### src/rtl/dmem_arbiter.sv
// Two-port arbiter for the single-port data memory: round-robin with a burst
// cap, memory request muxing, and fixed-latency read data return routing.
module dmem_arbiter #(
  parameter int unsigned AW        = 64,
  parameter int unsigned DW        = 64,
  parameter int unsigned RD_LAT    = 1,
  parameter int unsigned MAX_BURST = 4
) (
  input  logic          clk,
  input  logic          rst,
  input  logic          req0,
  input  logic          req1,
  input  logic          we0,
  input  logic          we1,
  input  logic [AW-1:0] addr0,
  input  logic [AW-1:0] addr1,
  input  logic [DW-1:0] wdata0,
  input  logic [DW-1:0] wdata1,
  output logic          gnt0,
  output logic          gnt1,
  output logic          rvalid0,
  output logic          rvalid1,
  output logic [DW-1:0] rdata0,
  output logic [DW-1:0] rdata1,
  output logic          mem_en,
  output logic          mem_we,
  output logic [AW-1:0] mem_addr,
  output logic [DW-1:0] mem_wdata,
  input  logic [DW-1:0] mem_rdata
);

  localparam int unsigned   CW        = $clog2(MAX_BURST + 1);
  localparam logic [CW-1:0] BURST_MAX = CW'(MAX_BURST);
  localparam logic [CW-1:0] BURST_ONE = CW'(1);

  logic              last_gnt_q, last_gnt_d;
  logic [CW-1:0]     burst_cnt_q, burst_cnt_d;
  logic [RD_LAT-1:0] rd_vld_q, rd_vld_d;
  logic [RD_LAT-1:0] rd_port_q, rd_port_d;

  logic keep_last;
  logic pick1;
  logic new_rd;
  logic tail_vld;
  logic tail_port;

  // A zero count means no burst is running, so a tie goes to the other port.
  always_comb begin
    keep_last = (burst_cnt_q != '0) && (burst_cnt_q < BURST_MAX);
    pick1     = keep_last ? last_gnt_q : ~last_gnt_q;
    gnt0      = 1'b0;
    gnt1      = 1'b0;
    if (rst) begin
      if (req0 && req1) begin
        gnt0 = ~pick1;
        gnt1 = pick1;
      end else begin
        gnt0 = req0;
        gnt1 = req1;
      end
    end
  end

  always_comb begin
    mem_en    = gnt0 | gnt1;
    mem_we    = 1'b0;
    mem_addr  = '0;
    mem_wdata = '0;
    if (gnt0) begin
      mem_we    = we0;
      mem_addr  = addr0;
      mem_wdata = wdata0;
    end else if (gnt1) begin
      mem_we    = we1;
      mem_addr  = addr1;
      mem_wdata = wdata1;
    end
  end

  always_comb begin
    last_gnt_d  = last_gnt_q;
    burst_cnt_d = burst_cnt_q;
    if (mem_en) begin
      if (gnt1 == last_gnt_q) begin
        if (burst_cnt_q != BURST_MAX) begin
          burst_cnt_d = burst_cnt_q + BURST_ONE;
        end
      end else begin
        last_gnt_d  = gnt1;
        burst_cnt_d = BURST_ONE;
      end
    end
  end

  // Each granted read enters at bit 0 and surfaces at the top bit RD_LAT cycles later.
  always_comb begin
    new_rd    = mem_en && !mem_we;
    rd_vld_d  = (rd_vld_q << 1) | RD_LAT'(new_rd);
    rd_port_d = (rd_port_q << 1) | RD_LAT'(new_rd && gnt1);
    tail_vld  = rd_vld_q[RD_LAT-1];
    tail_port = rd_port_q[RD_LAT-1];
  end

  always_comb begin
    rvalid0 = rst && tail_vld && !tail_port;
    rvalid1 = rst && tail_vld && tail_port;
    rdata0  = rvalid0 ? mem_rdata : '0;
    rdata1  = rvalid1 ? mem_rdata : '0;
  end

  always_ff @(posedge clk or negedge rst) begin
    if (!rst) begin
      last_gnt_q  <= 1'b1;
      burst_cnt_q <= '0;
      rd_vld_q    <= '0;
      rd_port_q   <= '0;
    end else begin
      last_gnt_q  <= last_gnt_d;
      burst_cnt_q <= burst_cnt_d;
      rd_vld_q    <= rd_vld_d;
      rd_port_q   <= rd_port_d;
    end
  end

endmodule

### config.mk
export PLATFORM = sky130hd
export DESIGN_NAME = dmem_arbiter
export DESIGN_NICKNAME = d
export VERILOG_FILES = /design/src/rtl/dmem_arbiter.sv
export SDC_FILE = /design/constraint.sdc
export NUM_CORES = 1
export LEC_CHECK = 0
export BUFFER_PORTS_ARGS = -buffer_cell sky130_fd_sc_hd__buf_2
export CORE_AREA = 2 2 227 229
export DETAILED_ROUTE_END_ITERATION = 12
export DIE_AREA = 0 0 229 231
export PLACE_DENSITY = 0.3
export SLEW_MARGIN = 20
export SYNTH_ARGS = -nofsm -noshare
export SYNTH_HDL_FRONTEND = slang
export SYNTH_SLANG_ARGS = --single-unit
export TNS_END_PERCENT = 30
### constraint.sdc
create_clock -name clk -period 4.9 [get_ports clk]
set_input_delay 0.98 -clock clk [delete_from_list [all_inputs] [get_ports clk]]
set_output_delay 0.98 -clock clk [all_outputs]
set_load 0.02 [all_outputs]
==> results.toml, run 1 <==
[global_routing]
grt_antenna_before_repair = 6
grt_overflow = 0
grt_pass1_wl_um = 31200
grt_pass1_vias = 4860
track_usage_pct = 7.87
grt_max_degree = 124

[clock_network]
cts_resized = 0
cts_tree = "built"
hold_buffers = 0
clk_latency_ps = 230
tritoncts.num_buffers = 3
cts_buffer_depth = 2
cts_max_level = 1
post_cts_buffers = 0
root_buffer = "clkbuf_16"
cts.sinks = 6
path_clk_slew_ps = 30

[synth]
yosys.area.top_type_share_pct = 43.3
yosysWarnings = 0
synth_top_area_cell = "a22o_1"
synthAdderAreaFrac_pct = 0.951
synth_nets = 674
synthArstFlopShare_pct = 100
synth_top_family_by_area = "compound AO/OA/AOI/OAI gates"
post_synth.cell_area_avg_um2 = 7.61
ys.flop_type = "dfrtp_1"
synth_cell_type_count = 29
synthesis.area_um2 = 2630
synthSimpleGateAreaFrac_pct = 33.7
synth_edf_count = 0
yosys-top-cells-area = "a22o_1, and2_1, dfrtp_1, buf_6, clkbuf_1"
synthMuxAreaShare_pct = 1.19
synth_common_cells = "a22o_1, and2_1, clkbuf_1"
yosysMostFrequentCell = "a22o_1"
synth_compound_area_share_pct = 46.7
synthXorXnorAreaFrac_pct = 0
syn_inst = 346
seq_area_frac_synth_pct = 5.75
synth-seq-cells = 6

[pwr]
pwr-share-comb_pct = 83.1
power_per_cell_area_nw_per_um2 = 214
finalPower_w = 0.00136
pwr-share-seq_pct = 6.9
power_frac_clock_pct = 10.0
switching_power_w = 0.000733
p_int_w = 0.000623
power.leakage_nw = 3.78
vdd.ir_drop.worst_uv = 93.4
switching_share_pct = 54.1

[floorplanning]
start_util_pct = 5.19
core_um2 = 50700
die_w_um = 229
die_area_um2 = 52900
ios = 588
row_count = 83
die-height_um = 231

[final_layout]
final_util_pct = 12.5
nNetsFinal = 1228
drive_above_1_share_pct = 67.6
area_growth_pct = 141

[sta]
rsz0062_at_grt = "false"
slew_headroom_pct = 43.7
setup_viol = 0
drv_slew = 0
fin_tns_setup_ps = 0
worst_slack_ps = 1080
finalWorstPathRequiredPeriod_ps = 3820
finalHoldViolations = 0
max_clock_freq_mhz = 262
worstMarginPinSlew_ps = 844
post-route-period-util_pct = 77.9
finClkSkew_ps = 2.88

[route]
totalWireLength_um = 23700
drc = 0
drtIter0Drc = 188
ant_nets = 0
wl_per_cell_um = 15.0
dr.pass1.iters = 4
vias = 5115
viasPerCell = 3.23

[setup_path]
cp_cell_sequence = "buf_2, or4b_1, o2111a_4, buf_12, a22o_1, buf_2"
critPathMaxStageDelay_ps = 480
crit_path_max_fanout = 59
cp_common_cell = "buf_2"
cp-end-kind = "primary output"
cp_num_buf_inv = 3
cpMaxStageDelayCell = "or4b_1"
path_depth = 6
r2r_start = "burst_cnt_q[0]"
worstSetupPathType = "input pin to primary output"
required_ps = 3920
crit_arrival_ps = 2840
critPathLaunch = "req0"
r2r_cells = 6
critPathLaunchType = "input pin"
crit_family = "buffers and inverters"

[status]
outcome = "completed"

[placed_design]
pre_cts_ws_ps = 1110
port_buffers = 587
place.gp.congestion = 0.784
place_hpwl_um = 21000

[min_path]
min_from = "burst_cnt_q[1]"
hp-class = "flop to flop"
hold_path_depth = 1

[run]
cap_violations = 0
## power by group through the flow
stage	clock network [W]	logic, W	registers [W]
floorplan	0	0.000712	0.0000807
global placement	0	0.00115	0.0000945
detailed placement	0	0.00114	0.0000947
CTS	0.000138	0.00114	0.0000941
global route	0.000143	0.00121	0.0000983
finish	0.000136	0.00113	0.0000941
## registers in the layout (all words and copies together) (netlist names)
register     count
rd_port_q        1
rd_vld_q         1
last_gnt_q       1
burst_cnt_q      3
## worst register-to-register path: stages (launching register included)
cell and delay (ps):
dfrtp_1 350, inv_1 70, ha_1 290, or3_1 410, a31oi_4 240, buf_12 330
a221oi_1 220
## per-layer routing
layer,track usage (%),wire length (µm),vias up
li1,-,-,2398
met1,8.46,8390,2316
met2,14.9,12000,377
met3,2.29,2680,22
met4,2.13,575,2
met5,0,16,-
## logic make-up (layout without fill, tap and decap cells)
kind of cell | count (synthesis) | after routing
flops | 6 | 6
other cells | 0 | 4
compound gates | 140 | 140
fa+ha+maj | 2 | 2
simple gates | 144 | 144
mux | 3 | 3
buf+inv | 51 | 604
## cell usage in the layout, fill, tap and decap left out
cell	count
inv_1	4
o2111ai_1	1
o2111a_1	1
nand4b_1	1
buf_4	7
nor3b_1	1
clkbuf_1	1
nand2_1	6
and3_2	1
o211ai_1	1
a22o_1	130
a31oi_1	1
or4b_1	1
a31oi_4	1
or3_1	1
nor3_1	1
buf_12	2
buf_2	587
nor2_1	1
clkbuf_16	3
and2_1	128
nor2_4	1
o21ba_2	1
dfrtp_1	5
or2_2	2
o2111a_4	1
diode_2	4
o21ai_0	1
dfstp_2	1
mux2i_1	2
mux2_2	1
ha_1	2
a221oi_1	2
## cell type report
cell class	count	area [µm²]
Clock buffer	4	78.8
Tap cell	680	851
Timing Repair Buffer	596	3030
Fill cell	5927	44300
Multi-Input combinational cell	289	2200
Inverter	4	15.0
Sequential cell	6	151
Antenna cell	4	10.0
## path summary, 6_finish.rpt
check / to / slack (ps)
setup / recovery: mem_wdata[36] / 1080
hold / removal: burst_cnt_q[1] / 530
setup reg to reg: rd_vld_q / 2820
hold reg to reg: burst_cnt_q[1] / 530
max in group asynchronous: last_gnt_q / 3990
min in group asynchronous: rd_vld_q / 630
## metrics by stage
step / instances / hold slack, ps / area (µm²)
after floorplan: 346 / 491 / 2630
after CTS: 1579 / 536 / 6320
final: 1583 / 533 / 6330
after detailed placement: 1575 / 527 / 6250
after global routing: 1582 / 553 / 6330
after global placement: 1575 / 530 / 6250
No activity file was read; power rests on OpenSTA's default activity.
==> run 2, diff against run 1 <==
--- a/config.mk
+++ b/config.mk
@@ -6,9 +6,9 @@
 export NUM_CORES = 1
 export LEC_CHECK = 0
 export BUFFER_PORTS_ARGS = -buffer_cell sky130_fd_sc_hd__buf_2
-export CORE_AREA = 2 2 227 229
+export CORE_AREA = 2 2 229 231
 export DETAILED_ROUTE_END_ITERATION = 12
-export DIE_AREA = 0 0 229 231
+export DIE_AREA = 0 0 231 233
 export PLACE_DENSITY = 0.3
 export SLEW_MARGIN = 20
 export SYNTH_ARGS = -nofsm -noshare
==> constraint.sdc (replaced) <==
create_clock -name clk -period 3.6 [get_ports clk]
set_input_delay 0.72 -clock clk [delete_from_list [all_inputs] [get_ports clk]]
set_output_delay 0.72 -clock clk [all_outputs]
set_load 0.02 [all_outputs]
==> run 2 against run 1 <==
Effect of this change:
- die area increased by 1.7%
- register-to-register slack worse by 1300 ps
- worst setup slack lost 760 ps
- critical endpoint is now mem_wdata[33]
- highest routed layer unchanged
==> results.toml, run 2 (synthesis results as in run 1) <==
[sta]
fin_tns_setup_ps = 0
finClkSkew_ps = 0.541
drv_slew = 0
post-route-period-util_pct = 91.0
setup_viol = 0
worstMarginPinSlew_ps = 601
finalHoldViolations = 0
finalWorstPathRequiredPeriod_ps = 3270
slew_headroom_pct = 60.0
rsz0062_at_grt = "false"
whs_ps = 518
max_clock_freq_mhz = 305

[route]
ant_nets = 0
totalWireLength_um = 24800
dr.pass1.iters = 4
viasPerCell = 3.26
wl_per_cell_um = 15.6
vias = 5173
drtIter0Drc = 165
drc = 0

[global_routing]
grt_pass1_vias = 4743
grt_pass1_wl_um = 31700
grt_antenna_before_repair = 6
track_usage_pct = 8.02
grt_overflow = 0
grt_max_degree = 66

[floorplanning]
core_um2 = 51100
die_w_um = 231
die_area_um2 = 53800
die-height_um = 233
ios = 588
start_util_pct = 5.15
row_count = 83

[final_layout]
fill_cells = 5955
regMostFlops = "burst_cnt_q"
final_cell_mix = "buf_2, a22o_1, and2_1"
multiInputGateArea_um2 = 2200
drive_above_1_share_pct = 67.8
largest_register_ffs = 3
instances_no_fill = 1586
final_area_um2 = 6410
layout_commonest_cell = "buf_2"
ff_latch_area_um2 = 151
area_growth_pct = 144
nNetsFinal = 1232

[setup_path]
cp_cell_sequence = "inv_1, ha_1, nor2_1, o2111a_4, buf_12, a22o_1, buf_2"
cp-end-kind = "primary output"
crit_arrival_ps = 2550
worstSetupPathType = "flop to primary output"
critPathLaunchType = "flop"
reg2reg_slack_ps = 1560
cpMaxStageDelayCell = "o2111a_4"
crit_path_max_fanout = 62
required_ps = 2880
critPathMaxStageDelay_ps = 670

[placed_design]
dpl.cell_count = 1579
place.gp.congestion = 0.744
dpl_cell_area_um2 = 6330
port_buffers = 587
place_hpwl_um = 21900

[clock_network]
clk_latency_ps = 230
cts.sinks = 6
tritoncts.num_buffers = 3
cts_buffer_depth = 2
hold_buffers = 0
path_clk_slew_ps = 40
cts_resized = 0
root_buffer = "clkbuf_16"
cts_max_level = 1
post_cts_buffers = 0
cts_tree = "built"

[run]
cap_violations = 0

[pwr]
power_per_cell_area_nw_per_um2 = 290
power.leakage_nw = 3.81
vdd.ir_drop.worst_uv = 130
finalPower_w = 0.00186

[min_path]
hp-class = "input pin to asynchronous set/reset pin"

[status]
outcome = "completed"
## run 2: changes by cell type in the layout (fill, tap and decap cells not counted)
cell     before  now
buf_12        2    6
diode_2       4    3
## run 2: worst max-delay path, delay by kind of cell, from the launching register on
family,cells,cell delay (ps)
AO/OA/AOI/OAI,2,860
flip-flops,1,340
adder cells (fa/ha/maj),1,280
AND/OR/NAND/NOR,1,230
buffers and inverters,3,580
## run 2: through the flow
step	utilization, %	setup WS (ps)
floorplan	-	829
global placement	12.4	434
detailed placement	12.4	422
CTS	12.5	277
global route	12.6	125
finish	12.6	326
## run 2: layer usage
layer	vias up	track usage, %	part of all wire (%)
li1	2407	-	-
met1	2325	9.47	38
met2	411	14.7	50
met3	26	1.61	9.2
met4	4	1.98	2.3
met5	-	0	0.11
## run 2: final timing paths
check / endpoint / startpoint / cells after the start
setup reg to reg: rd_vld_q / burst_cnt_q[0] / 5
hold reg to reg: burst_cnt_q[1] / burst_cnt_q[1] / 1
setup / recovery: mem_wdata[33] / burst_cnt_q[0] / 7
max in group asynchronous: last_gnt_q / rst / 2
min in group clk: burst_cnt_q[1] / burst_cnt_q[1] / 1
hold / removal: rd_vld_q / rst / 2
## run 2: power by group
group	internal, W	switching, W	total (W)
logic	0.000626	0.000915	0.00154
registers	0.0000955	0.0000324	0.000128
clock network	0.000148	0.0000456	0.000193
## run 2: area by class of cell
cell class                 instances  area share, %
timing repair buffer             600           48.5
clock buffer                       4           1.23
antenna                            3          0.117
tap                              680           13.3
multi-input combinational        289           34.3
inverter                           4          0.234
sequential                         6           2.36
==> run 3, diff against run 2 <==
==> constraint.sdc (replaced) <==
create_clock -name clk -period 3.6 [get_ports clk]
set_input_delay 0.36 -clock clk [delete_from_list [all_inputs] [get_ports clk]]
set_output_delay 0.36 -clock clk [all_outputs]
set_load 0.02 [all_outputs]
==> run 3 against run 2 <==
Effect of this change:
- non-clock buffer count down 7
- sequential power about the same
- first-iteration DRC count down 24%
- largest power group unchanged
- highest routed layer unchanged
==> results.toml, run 3 (synthesis results as in run 1) <==
[status]
outcome = "completed"

[setup_path]
critPathLaunchType = "flop"
required_ps = 3240
crit_arrival_ps = 2510
crit_path_max_fanout = 104
cp-end-kind = "primary output"
worstSetupPathType = "flop to primary output"

[clock_network]
cts_resized = 0
post_cts_buffers = 0
root_buffer = "clkbuf_16"
cts_tree = "built"
cts.sinks = 6
clk_latency_ps = 230
cts_max_level = 1
cts_buffer_depth = 2
path_clk_slew_ps = 40
hold_buffers = 0
tritoncts.num_buffers = 3

[placed_design]
place.gp.congestion = 0.754
place_hpwl_um = 21600
port_buffers = 587
dpl_cell_area_um2 = 6220

[route]
vias = 5105
wl_per_cell_um = 15.6
totalWireLength_um = 24600
drc = 0
ant_nets = 0
drtIter0Drc = 126
dr.pass1.iters = 4
viasPerCell = 3.23

[final_layout]
largest_register_ffs = 3
regMostFlops = "burst_cnt_q"
layout_commonest_cell = "buf_2"
final_util_pct = 12.4
drive_above_1_share_pct = 67.5
final_area_um2 = 6310
area_growth_pct = 140
final_cell_mix = "buf_2, a22o_1, and2_1"
nNetsFinal = 1225

[global_routing]
grt_pass1_wl_um = 31900
grt_max_degree = 105
grt_overflow = 0
grt_pass1_vias = 4979
track_usage_pct = 8.00
grt_antenna_before_repair = 9

[floorplanning]
row_count = 83
start_util_pct = 5.15
die-height_um = 233
ios = 588
die_w_um = 231
core_um2 = 51100
die_area_um2 = 53800

[sta]
finalWorstPathRequiredPeriod_ps = 2870
worstMarginPinSlew_ps = 902
max_clock_freq_mhz = 349
setup_viol = 0
fin_tns_setup_ps = 0
rsz0062_at_grt = "false"
post-route-period-util_pct = 79.6
drv_slew = 0
slew_headroom_pct = 39.9
finClkSkew_ps = 2.19
finalHoldViolations = 0

[pwr]
vdd.ir_drop.worst_uv = 160
power_per_cell_area_nw_per_um2 = 287
power.leakage_nw = 3.76

[min_path]
hp-class = "input pin to asynchronous set/reset pin"

[run]
cap_violations = 0
==> run 3: cell count changes in the layout (fill, tap and decap cells not counted) <==
cell     before  now
buf_4         7    4
diode_2       3    4
buf_12        6    2
==> run 3: per-layer routing <==
layer  GRT usage [%]  part of all wire, %
met1            8.84                   37
met2            15.7                   52
met3            1.53                  8.9
met4            1.57                  2.0
met5               0                0.057
==> run 3: through the flow <==
stage	hold WS, ps	setup WS, ps	instances	power (W)
after floorplan	64.4	1330	346	0.00108
after global placement	266	939	1572	0.00166
after detailed placement	257	953	1572	0.00164
after CTS	23.0	706	1576	0.00184
after global routing	28.0	569	1578	0.00194
final	21.8	735	1580	0.00181
==> run 3: worst paths after layout <==
kind	startpoint	endpoint	slack [ps]	cells after the start
max	burst_cnt_q[0]	mem_addr[58]	730	7
min	rst	burst_cnt_q[2]	20	1
max reg2reg	burst_cnt_q[0]	last_gnt_q	1480	6
min reg2reg	burst_cnt_q[1]	burst_cnt_q[1]	530	1
max in group asynchronous	rst	last_gnt_q	3290	1
min in group clk	we1	rd_port_q	330	2
==> run 3: layout make-up <==
class                           instances  area [µm²]
Timing Repair Buffer                  593        3010
Fill cell                            5970       44800
Inverter                                4        15.0
Multi-Input combinational cell        289        2200
Sequential cell                         6         151
Clock buffer                            4        78.8
Antenna cell                            4        10.0
Tap cell                              680         851
==> run 3: critical path, stage by stage (launching register included) <==
cell and delay (ps):
dfrtp_1 340, inv_1 70, ha_1 260, or3_1 400
a31oi_4 230, buf_12 330, a22o_1 310, buf_2 190
==> run 3: power breakdown <==
part	internal, W	total [W]	switching [W]
registers	0.0000955	0.000125	0.0000295
clock network	0.000147	0.000186	0.0000387
logic	0.000599	0.00150	0.000905
total	0.000841	0.00181	0.000973
